**src/rtl/aquarium_pkg.sv**
```systemverilog
// Shared select codes, sample ids and scan-state type for the aquarium sensor path.
package aquarium_pkg;

   localparam logic [4:0] SEL_IDLE  = 5'b00000;
   localparam logic [4:0] SEL_CNT   = 5'b00001;
   localparam logic [4:0] SEL_CLEAN = 5'b00010;
   localparam logic [4:0] SEL_TEMP  = 5'b00100;
   localparam logic [4:0] SEL_FOOD  = 5'b01000;
   localparam logic [4:0] SEL_SALT  = 5'b10000;
   localparam logic [4:0] SEL_ERROR = 5'b11111;

   localparam logic [2:0] ID_NONE  = 3'd0;
   localparam logic [2:0] ID_CNT   = 3'd1;
   localparam logic [2:0] ID_CLEAN = 3'd2;
   localparam logic [2:0] ID_TEMP  = 3'd3;
   localparam logic [2:0] ID_FOOD  = 3'd4;
   localparam logic [2:0] ID_SALT  = 3'd5;

   typedef enum logic [2:0] {
      StIdle, StCnt, StClean, StTemp, StFood, StSalt, StError
   } state_e;

   // Mux select code driven while in a given state.
   function automatic logic [4:0] sel_of(input state_e st);
      case (st)
         StCnt:   return SEL_CNT;
         StClean: return SEL_CLEAN;
         StTemp:  return SEL_TEMP;
         StFood:  return SEL_FOOD;
         StSalt:  return SEL_SALT;
         StError: return SEL_ERROR;
         default: return SEL_IDLE;
      endcase
   endfunction

   // Sample id reported for the capture taken in a given slot.
   function automatic logic [2:0] id_of(input state_e st);
      case (st)
         StCnt:   return ID_CNT;
         StClean: return ID_CLEAN;
         StTemp:  return ID_TEMP;
         StFood:  return ID_FOOD;
         StSalt:  return ID_SALT;
         default: return ID_NONE;
      endcase
   endfunction

endpackage

```
**src/rtl/tank_limit_check.sv**
```systemverilog
// Combinational limit check of one captured sensor value; limits are strict (equal is in range).
module tank_limit_check
   import aquarium_pkg::*;
#(
   parameter logic [7:0] CLEAN_MIN = 8'd32,
   parameter logic [7:0] TEMP_LO   = 8'd20,
   parameter logic [7:0] TEMP_HI   = 8'd30,
   parameter logic [7:0] FOOD_MIN  = 8'd16,
   parameter logic [7:0] SALT_MAX  = 8'd40
) (
   input  logic [2:0] sample_id_i,
   input  logic [7:0] value_i,
   output logic       alarm_o
);

   // Select the limit rule matching the sensor being sampled.
   always_comb begin
      alarm_o = 1'b0;
      case (sample_id_i)
         ID_CLEAN: alarm_o = (value_i < CLEAN_MIN);
         ID_TEMP:  alarm_o = (value_i < TEMP_LO) || (value_i > TEMP_HI);
         ID_FOOD:  alarm_o = (value_i < FOOD_MIN);
         ID_SALT:  alarm_o = (value_i > SALT_MAX);
         default:  alarm_o = 1'b0;
      endcase
   end

endmodule

```
**src/rtl/tank_scan_controller.sv**
```systemverilog
// Scan sequencer around the aquarium sensor mux: walks the select codes, captures samples,
// checks limits, tracks persistent alarms and drops into error mode on faults.
module tank_scan_controller
   import aquarium_pkg::*;
#(
   parameter int unsigned DWELL     = 2,
   parameter logic [7:0]  CLEAN_MIN = 8'd32,
   parameter logic [7:0]  TEMP_LO   = 8'd20,
   parameter logic [7:0]  TEMP_HI   = 8'd30,
   parameter logic [7:0]  FOOD_MIN  = 8'd16,
   parameter logic [7:0]  SALT_MAX  = 8'd40,
   parameter int unsigned ERR_SCANS = 3
) (
   input  logic       CLK,
   input  logic       reset,
   input  logic       start_i,
   input  logic       auto_mode_i,
   input  logic       clear_error_i,
   input  logic [7:0] mux_out_i,
   output logic [4:0] mux_select_o,
   output logic [7:0] counter_value_o,
   output logic       sample_valid_o,
   output logic [2:0] sample_id_o,
   output logic [7:0] sample_data_o,
   output logic [3:0] alarm_o,
   output logic       busy_o,
   output logic       error_o
);

   localparam logic [3:0] DwellLast = 4'(DWELL - 1);
   localparam logic [3:0] ErrScans  = 4'(ERR_SCANS);

   state_e     state_q, state_d;
   logic [3:0] dwell_q, dwell_d;
   logic [3:0] persist_q, persist_d;
   logic [7:0] counter_q, counter_d;
   logic [3:0] alarm_q, alarm_d;
   logic [4:0] sel_q, sel_d;
   logic       valid_q, valid_d;
   logic [2:0] id_q, id_d;
   logic [7:0] data_q, data_d;
   logic [2:0] slot_id;
   logic       limit_alarm;

   assign slot_id = id_of(state_q);

   tank_limit_check #(
      .CLEAN_MIN (CLEAN_MIN),
      .TEMP_LO   (TEMP_LO),
      .TEMP_HI   (TEMP_HI),
      .FOOD_MIN  (FOOD_MIN),
      .SALT_MAX  (SALT_MAX)
   ) u_limit (
      .sample_id_i (slot_id),
      .value_i     (mux_out_i),
      .alarm_o     (limit_alarm)
   );

   // Next-state, capture and counter updates for the scan sequence.
   always_comb begin
      state_d   = state_q;
      dwell_d   = dwell_q;
      persist_d = persist_q;
      counter_d = counter_q;
      alarm_d   = alarm_q;
      valid_d   = 1'b0;
      id_d      = id_q;
      data_d    = data_q;
      unique case (state_q)
         StIdle: begin
            if (start_i) begin
               state_d = StCnt;
               dwell_d = '0;
            end
         end
         StCnt, StClean, StTemp, StFood, StSalt: begin
            if (dwell_q != DwellLast) begin
               dwell_d = dwell_q + 4'd1;
            end else begin
               dwell_d = '0;
               valid_d = 1'b1;
               id_d    = slot_id;
               data_d  = mux_out_i;
               unique case (state_q)
                  StCnt:   state_d = (mux_out_i != counter_q) ? StError : StClean;
                  StClean: begin
                     alarm_d[0] = limit_alarm;
                     state_d    = StTemp;
                  end
                  StTemp: begin
                     alarm_d[1] = limit_alarm;
                     state_d    = StFood;
                  end
                  StFood: begin
                     alarm_d[2] = limit_alarm;
                     state_d    = StSalt;
                  end
                  default: begin
                     // End of scan: the salt bit just computed counts toward persistence.
                     alarm_d[3] = limit_alarm;
                     counter_d  = counter_q + 8'd1;
                     persist_d  = (alarm_d != 4'd0) ? persist_q + 4'd1 : 4'd0;
                     if (persist_d == ErrScans) state_d = StError;
                     else state_d = auto_mode_i ? StCnt : StIdle;
                  end
               endcase
            end
         end
         StError: begin
            if (clear_error_i) begin
               state_d   = StIdle;
               persist_d = '0;
               alarm_d   = '0;
            end
         end
         default: state_d = StIdle;
      endcase
      sel_d = sel_of(state_d);
   end

   // State and datapath registers with asynchronous active-high clear.
   always_ff @(posedge CLK or posedge reset) begin
      if (reset) begin
         state_q   <= StIdle;
         dwell_q   <= '0;
         persist_q <= '0;
         counter_q <= '0;
         alarm_q   <= '0;
         sel_q     <= SEL_IDLE;
         valid_q   <= 1'b0;
         id_q      <= '0;
         data_q    <= '0;
      end else begin
         state_q   <= state_d;
         dwell_q   <= dwell_d;
         persist_q <= persist_d;
         counter_q <= counter_d;
         alarm_q   <= alarm_d;
         sel_q     <= sel_d;
         valid_q   <= valid_d;
         id_q      <= id_d;
         data_q    <= data_d;
      end
   end

   assign mux_select_o    = sel_q;
   assign counter_value_o = counter_q;
   assign sample_valid_o  = valid_q;
   assign sample_id_o     = id_q;
   assign sample_data_o   = data_q;
   assign alarm_o         = alarm_q;
   assign busy_o          = (state_q != StIdle) && (state_q != StError);
   assign error_o         = (state_q == StError);

endmodule

```
**config.mk**
```make
export PLATFORM = sky130hd
export DESIGN_NAME = tank_scan_controller
export DESIGN_NICKNAME = d
export VERILOG_FILES = /design/src/rtl/aquarium_pkg.sv /design/src/rtl/tank_limit_check.sv /design/src/rtl/tank_scan_controller.sv
export SDC_FILE = /design/constraint.sdc
export NUM_CORES = 1
export LEC_CHECK = 0
export CAP_MARGIN = 0
export CORE_MARGIN = 8
export CORE_UTILIZATION = 45
export CTS_CLUSTER_DIAMETER = 200
export CTS_CLUSTER_SIZE = 20
export DETAILED_ROUTE_END_ITERATION = 10
export PLACE_DENSITY_LB_ADDON = 0.08
export SKIP_CTS_REPAIR_TIMING = 1
export SYNTH_ARGS = -nofsm -noshare
export SYNTH_HDL_FRONTEND = slang
export SYNTH_HIERARCHICAL = 1
export SYNTH_SLANG_ARGS = --single-unit
```
**constraint.sdc**
```tcl
create_clock -name CLK -period 3.2 [get_ports CLK]
set_input_delay 0.64 -clock CLK [delete_from_list [all_inputs] [get_ports CLK]]
set_output_delay 0.64 -clock CLK [all_outputs]
set_load 0.005 [all_outputs]
```
Word level (Yosys, flattened, before mapping)

Cells that the tools add are included.

Register bits after elaboration: 40
Output and inout bits: 31

$add $sub $neg: 3
Order comparisons: 5
Eq/ne operators: 27
Muxes and demuxes: 27
Bitwise operators: 2
Reductions and logical operators: 16

Operators with widths:

| cell                                                                          | count |
|---|---|
| 5-bit one-hot mux with 6 select lines                                         | 1 |
| 4-bit 2-to-1 mux                                                              | 7 |
| 3-bit == test (second input constant)                                         | 8 |
| 4-bit one-hot mux with 2 select lines                                         | 3 |
| 3-bit by 2-bit == test with 1-bit output (second input constant)              | 6 |
| 8-bit by 5-bit less-than comparator with 1-bit output (second input constant) | 2 |
| 4-bit AND reduction                                                           | 4 |
| 3-bit 2-to-1 mux                                                              | 5 |
| 3-bit one-hot mux with 5 select lines                                         | 1 |
| 2-bit inequality test (second input constant)                                 | 7 |
| 3-bit one-hot mux with 4 select lines                                         | 1 |
| 3-bit one-hot mux with 3 select lines                                         | 1 |
| 4-bit by 1-bit adder with 4-bit output (second input constant)                | 2 |
| 8-bit by 1-bit adder with 8-bit output (second input constant)                | 1 |
| 8-bit by 5-bit > comparator with 1-bit output (second input constant)         | 1 |
| 8-bit by 6-bit > comparator with 1-bit output (second input constant)         | 1 |
| 8-bit by 6-bit less-than comparator with 1-bit output (second input constant) | 1 |
| 8-bit inequality test                                                         | 1 |
| 1-bit 2-to-1 mux                                                              | 7 |
| 3-bit by 1-bit == test with 1-bit output (second input constant)              | 2 |
| 5-bit OR reduction                                                            | 1 |
| 4-bit by 2-bit == test with 1-bit output (second input constant)              | 1 |
| 4-bit by 1-bit inequality test with 1-bit output (second input constant)      | 1 |
| 1-bit one-hot mux with 4 select lines                                         | 1 |
| other kinds (11)                                                              | 14 |

Depth between registers and ports, before layout

Word-level depth: 13
Depth in mapped cells: 11
Gate-level depth less buffers: 10

Modules after synthesis

Netlist, hierarchy kept.

Modules (own cells, without submodules):

| module               | instances | cells each | area each (µm²) | sequential area each (µm²) |
|---|---|---|---|---|
| tank_scan_controller | 1         | 188        | 2031.9          | 1001.0 |
| tank_limit_check     | 1         | 13         | 83.8            | 0.0 |

Worst setup path after synthesis

No wires, ideal clock.

Path type: register to register
Start point: reg state_q[2]
End point: reg sel_q[0], in the netlist mux_select_o[0]
Library setup time: 0.125 ns
Arrival time: 2.637 ns
Required time: 3.075 ns
Setup slack: 0.439 ns
Cell stages (with the launch flop): 12
Cells stage by stage: dfrtp_1 -> clkbuf_8 -> clkbuf_1 -> a21oi_1 -> nand3_1 -> o221ai_1 -> o22ai_1 -> nor4_2 -> o41ai_1 -> a21o_2 -> a21oi_1 -> mux2_2

Word-level cells in the longest chain between the ends: 13
Elaborated cells between the ends (all ways): 30
Classes of those cells: eq/ne (17); mux (10); reduce/logical (3)

RTL lines:

| what                                                                      | line                        | text |
|---|---|---|
| start: declaration                                                        | tank_scan_controller.sv:33  | `state_e state_q, state_d;` |
| start signal: assignment                                                  | tank_scan_controller.sv:124 | `state_q <= StIdle;` |
| start signal: assignment                                                  | tank_scan_controller.sv:134 | `state_q <= state_d;` |
| 3-bit == test (tied with other cells)                                     | aquarium_pkg.sv:38          | `case (st)` |
| 3-bit one-hot mux with 5 select lines *                                   | aquarium_pkg.sv:38          |  |
| net slot_id[0]                                                            | tank_scan_controller.sv:42  | `logic [2:0] slot_id;` |
| 3-bit == test or 3-bit by 2-bit == test with 1-bit output (tied branches) | tank_limit_check.sv:19      | `case (sample_id_i)` |
| 1-bit one-hot mux with 4 select lines *                                   | tank_limit_check.sv:19      |  |
| net limit_alarm                                                           | tank_scan_controller.sv:43  | `logic limit_alarm;` |
| 4-bit nonzero test *                                                      | tank_scan_controller.sv:102 | `persist_d = (alarm_d != 4'd0) ? persist_q + 4'd1 : 4'd0;` |
| 4-bit 2-to-1 mux *                                                        | tank_scan_controller.sv:102 |  |
| 4-bit by 2-bit == test with 1-bit output *                                | tank_scan_controller.sv:103 | `if (persist_d == ErrScans) state_d = StError;` |
| 3-bit 2-to-1 mux *                                                        | tank_scan_controller.sv:103 |  |
| 3-bit one-hot mux with 4 select lines *                                   | tank_scan_controller.sv:84  | `unique case (state_q)` |
| 3-bit 2-to-1 mux *                                                        | tank_scan_controller.sv:77  | `if (dwell_q != DwellLast) begin` |
| 3-bit one-hot mux with 3 select lines *                                   | tank_scan_controller.sv:69  | `unique case (state_q)` |
| 3-bit == test (tied with other cells)                                     | aquarium_pkg.sv:25          | `case (st)` |
| 5-bit one-hot mux with 6 select lines *                                   | aquarium_pkg.sv:25          |  |
| net sel_d[0]                                                              | tank_scan_controller.sv:38  | `logic [4:0] sel_q, sel_d;` |
| end signal: assignment                                                    | tank_scan_controller.sv:139 | `sel_q <= sel_d;` |
| end: declaration                                                          | tank_scan_controller.sv:38  |  |

The timed path passes the listed nets; every way through them passes the cells marked *.
A chain may end at the register's enable or synchronous reset.

Worst setup path after layout

Start point: in mux_out_i[4]
End point: reg sel_q[0], in the netlist mux_select_o[0]

Word-level cells in the longest chain between the ends: 12
Elaborated cells between the ends (all ways): 23
Classes of those cells: order compare (5); eq/ne (8); mux (8); reduce/logical (2)

RTL lines:

| what                                                                                                                   | line                        | text |
|---|---|---|
| start: declaration                                                                                                     | tank_scan_controller.sv:19  | `input logic [7:0] mux_out_i,` |
| 8-bit by 5-bit less-than comparator with 1-bit output or 8-bit by 5-bit > comparator with 1-bit output (tied branches) | tank_limit_check.sv:21      | `ID_TEMP: alarm_o = (value_i < TEMP_LO) \|\| (value_i > TEMP_HI);` |
| 1-bit logical OR                                                                                                       | tank_limit_check.sv:21      |  |
| 1-bit one-hot mux with 4 select lines *                                                                                | tank_limit_check.sv:19      |  |
| net limit_alarm                                                                                                        | tank_scan_controller.sv:43  |  |
| 4-bit nonzero test *                                                                                                   | tank_scan_controller.sv:102 |  |
| 4-bit 2-to-1 mux *                                                                                                     | tank_scan_controller.sv:102 |  |
| 4-bit by 2-bit == test with 1-bit output *                                                                             | tank_scan_controller.sv:103 |  |
| 3-bit 2-to-1 mux *                                                                                                     | tank_scan_controller.sv:103 |  |
| 3-bit one-hot mux with 4 select lines *                                                                                | tank_scan_controller.sv:84  |  |
| 3-bit 2-to-1 mux *                                                                                                     | tank_scan_controller.sv:77  |  |
| 3-bit one-hot mux with 3 select lines *                                                                                | tank_scan_controller.sv:69  |  |
| net state_d[0]                                                                                                         | tank_scan_controller.sv:33  |  |
| 3-bit == test (tied with other cells)                                                                                  | aquarium_pkg.sv:25          |  |
| 5-bit one-hot mux with 6 select lines *                                                                                | aquarium_pkg.sv:25          |  |
| net sel_d[0]                                                                                                           | tank_scan_controller.sv:38  |  |

Marked as above.

==> summary.txt <==
Detailed routing
  – Residual DRC count: 0
  – Iter 0 DRT Violations: roughly 100
  – Pre-antenna DRT Iters: 4
  – Antenna Nets Post-Route: 0
  – WL/cell: 15.7 um
  – Vias per cell: roughly 5.5
  – Via count: about 1800
  – Drt total wl: 5030 um

CTS
  – CTS Buf Count: 5
  – Clock Sinks: 40
  – Longest Clk Path Bufs: 2
  – Clk root buf: clkbuf_8
  – Clock tree from TritonCTS: yes
  – H-tree depth: 2
  – Worst-Skew Late Latency: 0.29 ns
  – Reg clk slew, reported paths: 0.07 ns

Synthesis
  – Yosys warns: 6
  – Top-count cell post-synth: dfrtp_1
  – Post-synthesis sequential area ratio: a little under half
  – Synth top cells by count: 40 x dfrtp_1, 20 x o21ai_0, 11 x mux2_2
  – Largest area contributor in the netlist: dfrtp_1
  – Top post-synthesis cells by area: dfrtp_1 47%, mux2_2 5.9%, o21ai_0 4.7%
  – Most used flip-flop cell after synthesis: dfrtp_1
  – Cell Area, Synth: approximately 2100 um2
  – Unique masters post-synth: 55
  – Flops & latches, synth: 40
  – Number of enable flip-flop cells after synthesis: 0
  – Synth Area per Inst: between 10 and 15 um2
  – FFs w/ async S/R, synth: between 90% and 100%
  – Mapped Cells: about 200
  – Mapped Nets: between 200 and 250
  – Share of the synthesized area in the top cell type: between 40% and 50%

Global route
  – Global-route wire length before repair: 8700 um
  – Vias in the first global route: roughly 1900
  – Tot GR Track Use: approximately 15%
  – Gr ovfl total: 0
  – Antenna violations before repair: 0
  – Largest net degree at the start of global routing: 28

Floorplan
  – Area of the die: around 7200 um2
  – Initial core utilization: roughly 46%
  – Core Region: between 4000 and 5000 um2
  – Die W: ~85 um
  – Std-Cell Rows: 25
  – Die height: roughly 85 um
  – I/O pin count: 44

Power and ir drop
  – Post-layout power: about 2600 uW
  – Sequential fraction of design power: 34.3%
  – Psw: 948 uW
  – Clk pwr share: between 10% and 20%
  – Leak: 0.00124 uW
  – Internal Pwr Total: 1620 uW
  – Worst vdd ir: 0.000463 V
  – Comb power frac: between 50 and 60%
  – Sw Ratio: 37.0%
  – Power Density: 913 nW/um2

Setup path
  – WS Path Type: in -> reg
  – Crit start category: input port
  – Critical R2R Capture: mux_select_o[0]$_DFF_PP0_
  – Setup crit end: mux_select_o[0]$_DFF_PP0_
  – Worst Path Arrival: a little over 3 ns
  – FF-to-FF path depth: 10
  – CP Capture Type: flip-flop
  – CP startpoint: mux_out_i[4]
  – CP Max Fanout: 5
  – Critical path required time: 3.38 ns
  – Origin of the critical flop-to-flop path: state_q[1]$_DFF_PP0_
  – Flop2flop setup slack: about 0.48 ns

Placement
  – Cell Area, Placed: roughly 2700 um2
  – IO Port Bufs: 43
  – Placer Congestion: between 0.8 and 0.9
  – Dpl ws: 0.0527 ns
  – HPWL Detailed: ~3800 um

Job
  – Max-cap viol count: 0

Timing
  – Period minus WS final: between 2 and 3 ns
  – Slew headroom: approximately 64%
  – Slew Limit Fails: 0
  – Fin Setup TNS: 0 ns
  – Fmax: approximately 350 MHz
  – Clock skew: roughly 0.0031 ns
  – Final period util: around nine tenths
  – Final Hold Viols: 0
  – RSZ-0062 raised after global routing: no
  – Worst slew pin tran: about 0.54 ns
  – Worst Setup Slack, final: 0.350 ns
  – Final setup fails: 0

Finish
  – Nets: approximately 280
  – Layout area overhead: 32.8%
  – Ant diodes: 0
  – Multi-input gate area: approximately 1000 um2
  – Reg area: 1000 um2
  – Layout cells sized above 1: 19.5%
  – Post-route cell area: 2810 um2
  – Number of fill cells: roughly 430

Run status
  – Status: finished, final reports clean

Hold path
  – Hold Crit Class: reg -> reg
critical path, stage by stage:
cell and delay (ns):
clkdlybuf4s50_1 0.46, nor4_1 0.30, o21ai_1 0.12, a22oi_2 0.12, o22ai_1 0.13, nor4_2 0.34, o41ai_1 0.16, a222oi_1 0.27
buf_4 0.18, nor2_2 0.04, mux2_2 0.27
stage by stage:
step	instances	hold slack, ns	util [%]
floorplan	201	0.440	-
global placement	313	0.471	59.0
detailed placement	313	0.473	59.0
CTS	320	0.485	60.7
global route	320	0.515	60.7
finish	320	0.486	60.7
worst min path at each step:
stage | cells past startpoint | end | from
after floorplan | 1 | persist_q[3]$_DFFE_PP0P_ | persist_q[3]$_DFFE_PP0P_
after global placement | 1 | persist_q[3]$_DFFE_PP0P_ | persist_q[3]$_DFFE_PP0P_
after detailed placement | 1 | persist_q[3]$_DFFE_PP0P_ | persist_q[3]$_DFFE_PP0P_
after CTS | 1 | persist_q[3]$_DFFE_PP0P_ | persist_q[3]$_DFFE_PP0P_
after global routing | 1 | sample_data_o[3]$_DFFE_PP0P_ | sample_data_o[3]$_DFFE_PP0P_
final | 1 | persist_q[3]$_DFFE_PP0P_ | persist_q[3]$_DFFE_PP0P_
cells in the final DEF, fill, tap and decap left out, types with 4 or more instances in the layout:
cell,Yosys,layout
buf_4,0,23
clkbuf_8,1,5
nand4_1,4,4
dfrtp_1,40,40
inv_1,9,9
a21oi_1,9,9
nand3_1,8,8
nand2_1,8,8
o21ai_0,20,20
xor2_1,9,9
nor2b_1,4,4
clkdlybuf4s50_1,0,43
xnor2_1,7,7
mux2_2,11,11
ha_1,4,4
nor2_1,5,5
cell families (layout without fill, tap and decap cells):
group,after synthesis,count (layout),synth area share (%)
mux,11,11,5.85
buf+inv,17,82,4.14
simple gates,60,60,17.6
xor+xnor,16,16,6.62
flops,40,40,47.3
fa+ha+maj,4,4,2.37
compound gates,53,53,16.1
sequential cells by signal, summed over array words and instances, names as in the netlist:
register / count
alarm_o: 4
counter_value_o: 8
dwell_q: 4
mux_select_o: 5
persist_q: 4
sample_data_o: 8
sample_id_o: 3
sample_valid_o: 1
state_q: 3
metal layers:
| layer | wire length, um | global-route usage, % | vias up |
|---|---|---|---|
| met5 | 0 | 0 | - |
| met4 | 61 | 5.66 | 0 |
| met3 | 295 | 5.17 | 6 |
| met2 | 2410 | 24.6 | 42 |
| met1 | 2270 | 17.7 | 848 |
| li1 | - | - | 859 |
final cells by class:
class / count / area share, %
flip-flops and latches: 40 / 35.6
repair buffers: 66 / 21.5
inverters: 9 / 1.20
multi-input cells: 144 / 36.6
clock buffers: 6 / 2.58
well taps: 54 / 2.40
clock inverters: 1 / 0.178
power by group through the flow:
stage | sequential [uW] | clock, uW | combinational, uW
floorplan | 854 | 0 | 805
global placement | 888 | 0 | 1370
detailed placement | 891 | 0 | 1380
CTS | 883 | 329 | 1390
global route | 906 | 346 | 1520
finish | 881 | 314 | 1370
No activity file was read; power rests on OpenSTA's default activity.
==> RTL change: new RTL, same settings <==
`data_q` no longer has a reset.
--- a/src/rtl/tank_scan_controller.sv
+++ b/src/rtl/tank_scan_controller.sv
@@ -129,7 +129,6 @@
          sel_q     <= SEL_IDLE;
          valid_q   <= 1'b0;
          id_q      <= '0;
-         data_q    <= '0;
       end else begin
          state_q   <= state_d;
          dwell_q   <= dwell_d;
@@ -139,8 +138,11 @@
          sel_q     <= sel_d;
          valid_q   <= valid_d;
          id_q      <= id_d;
-         data_q    <= data_d;
       end
+   end
+
+   always_ff @(posedge CLK) begin
+      data_q <= data_d;
    end
 
    assign mux_select_o    = sel_q;
Formal check against the unedited RTL: differs if reset is asserted again (counterexample within 4 cycles, from zero or initial values and one cycle with reset high); with reset held inactive, the same outputs for 10 cycles.
==> RTL change against the unedited design <==
- count of clock-buffer cells in the layout did not move
- setup slack got worse by 0.085 ns
- utilization rose by 0.99 points
- maximum frequency fell by 2.9%
- sequential cell count did not move
- area after synthesis fell by 4.4%
- critical path depth fell by 1
- wire length fell by 6.2%
- design area fell by 4.4%
- power fell by 14%
- first-iteration DRC count fell by 24%
- critical path type unchanged
- largest cell class is now sequential cells
- highest routed layer unchanged
==> RTL change: results (changes against the unedited design) <==
Post-synth EDFFs - 8 (+8)
skew final - 0.00240 ns (-0.000731 ns)
routability cong. - 0.875 (+4.9%)
DP Cell Count - 296 (-5.4%)
leakage power - 1.16 nW (-6.7%)
Adder-Cell Fraction of Synth Area - 2.47% (+0.11 points)
Worst slew margin - 59.1% (-5.1 points)
Routed Wire Length - 4.72 mm (-6.2%)
Post-synth top cells - dfrtp_1, o21ai_0, nand2_1
switching share of power - 37.8% (+0.80 points)
CTS HTree Levels - 2 (unchanged)
power share of the clock group - 13.9% (+1.7 points)
reg-to-reg startpoint - state_q[2]
initial DRC count - 75 (-24%)
PortBufs - 43 (unchanged)
reg2reg end - mux_select_o[0]
final critical-path share of the clock period - 91.7% (+2.6 points)
Total Routing Usage GR - 14.2% (-0.87 points)
xor/xnor share of the synthesized area - 6.93% (+0.30 points)
Seq/Total Area, Yosys - 51.5% (+4.1 points)
Final HPWL DP - 3.65 mm (-3.0%)
critical path capture point - mux_select_o[0]
Inserted Clock Buffers - 5 (unchanged)
Post-Place Cell Area - 0.00261 sq mm (-4.5%)
vias in the first global route - 1712 (-8.4%)
ANT cells - 0 (unchanged)
VDD IR-drop max - 0.000394 V (-15%)
largest net degree at the start of global routing - 33 (+18%)
worst r2r path cells - 9 (-1)
post-synthesis mux area share - 2.72% (-3.1 points)
Worst path top cell family by delay - simple AND/OR/NAND/NOR gates
hold endpoint - persist_q[3]
post-synth top area share - 39.6% (-7.7 points)
CP max FO - 6 (+1)
Final nets - 268 (-5.3%)
Worst Setup SP - mux_out_i[4]
dpl ws - -0.0170 ns (-0.0697 ns)
Synth cell types - 45 (-18%)
CTS clk-pin slew, worst paths - 0.07 ns (about the same)
PwrDens - 824 mW/mm^2 (-9.8%)
Filler Cells Inserted - 363 (-15%)
Hold Path Stages - 1 (unchanged)
initial antenna violation count - 0 (unchanged)
Mapped Cells - 189 (-6.0%)
max incr delay on CP - 0.49 ns (+0.03 ns)
Mapped Nets - 206 (-5.5%)
post-synthesis compound-gate area fraction - 14.2% (-2.0 points)
Clock Root Buffer - clkbuf_8
status - complete, no violations
Synth area leaders - dfrtp_1, edfxtp_1, o21ai_0
vias - 1634 (-6.9%)
final hold slack - 0.493 ns (+0.00646 ns)
comb pwr - 1.08 mW (-21%)
R2R setup slack - 0.54 ns (+0.06 ns)
global-route wire length before repair - 8.28 mm (-4.8%)
routed vias/inst - 5.39 (-1.7%)
share of cells above drive strength 1 - 14.7% (-4.8 points)
crit path DAT - 3.11 ns (+0.08 ns)
post-synthesis async set-or-reset flop share - 80.0% (-20 points)
[RTL change: cell types whose count changed in the layout (fill, tap and decap cells not counted), sizes merged, moves of 4 or more]
| cell | change |
|---|---|
| buf | -7 |
| mux2 | -7 |
| dfrtp | -8 |
| edfxtp | +8 |
| o21ai | +5 |
| nand2 | +4 |
[RTL change: layer usage]
layer	routed length, um	vias up	track usage (%)	part of all wire [%]
met2	2130	50	21.8	45
li1	-	798	-	-
met1	2180	779	18.1	46
met5	0	-	0	0
met4	50	0	4.31	1.1
met3	357	7	5.08	7.6
[RTL change: kinds of logic after synthesis]
kind of cell,Yosys count
DFF,40
muxes,5
and+or+nand+nor,66
buffers and inverters,13
adders and majority gates,4
AOI/OAI and AO/OA,45
xor gates and xnor gates,16
[RTL change: layout make-up]
type,count,area (sq um),area share [%]
clock inverter,1,5.00,0.186
inverter,9,33.8,1.26
clock buffer,6,72.6,2.70
sequential,40,1040,38.8
timing repair buffer,59,551,20.5
tap,52,65.1,2.42
multi-input combinational,136,918,34.2
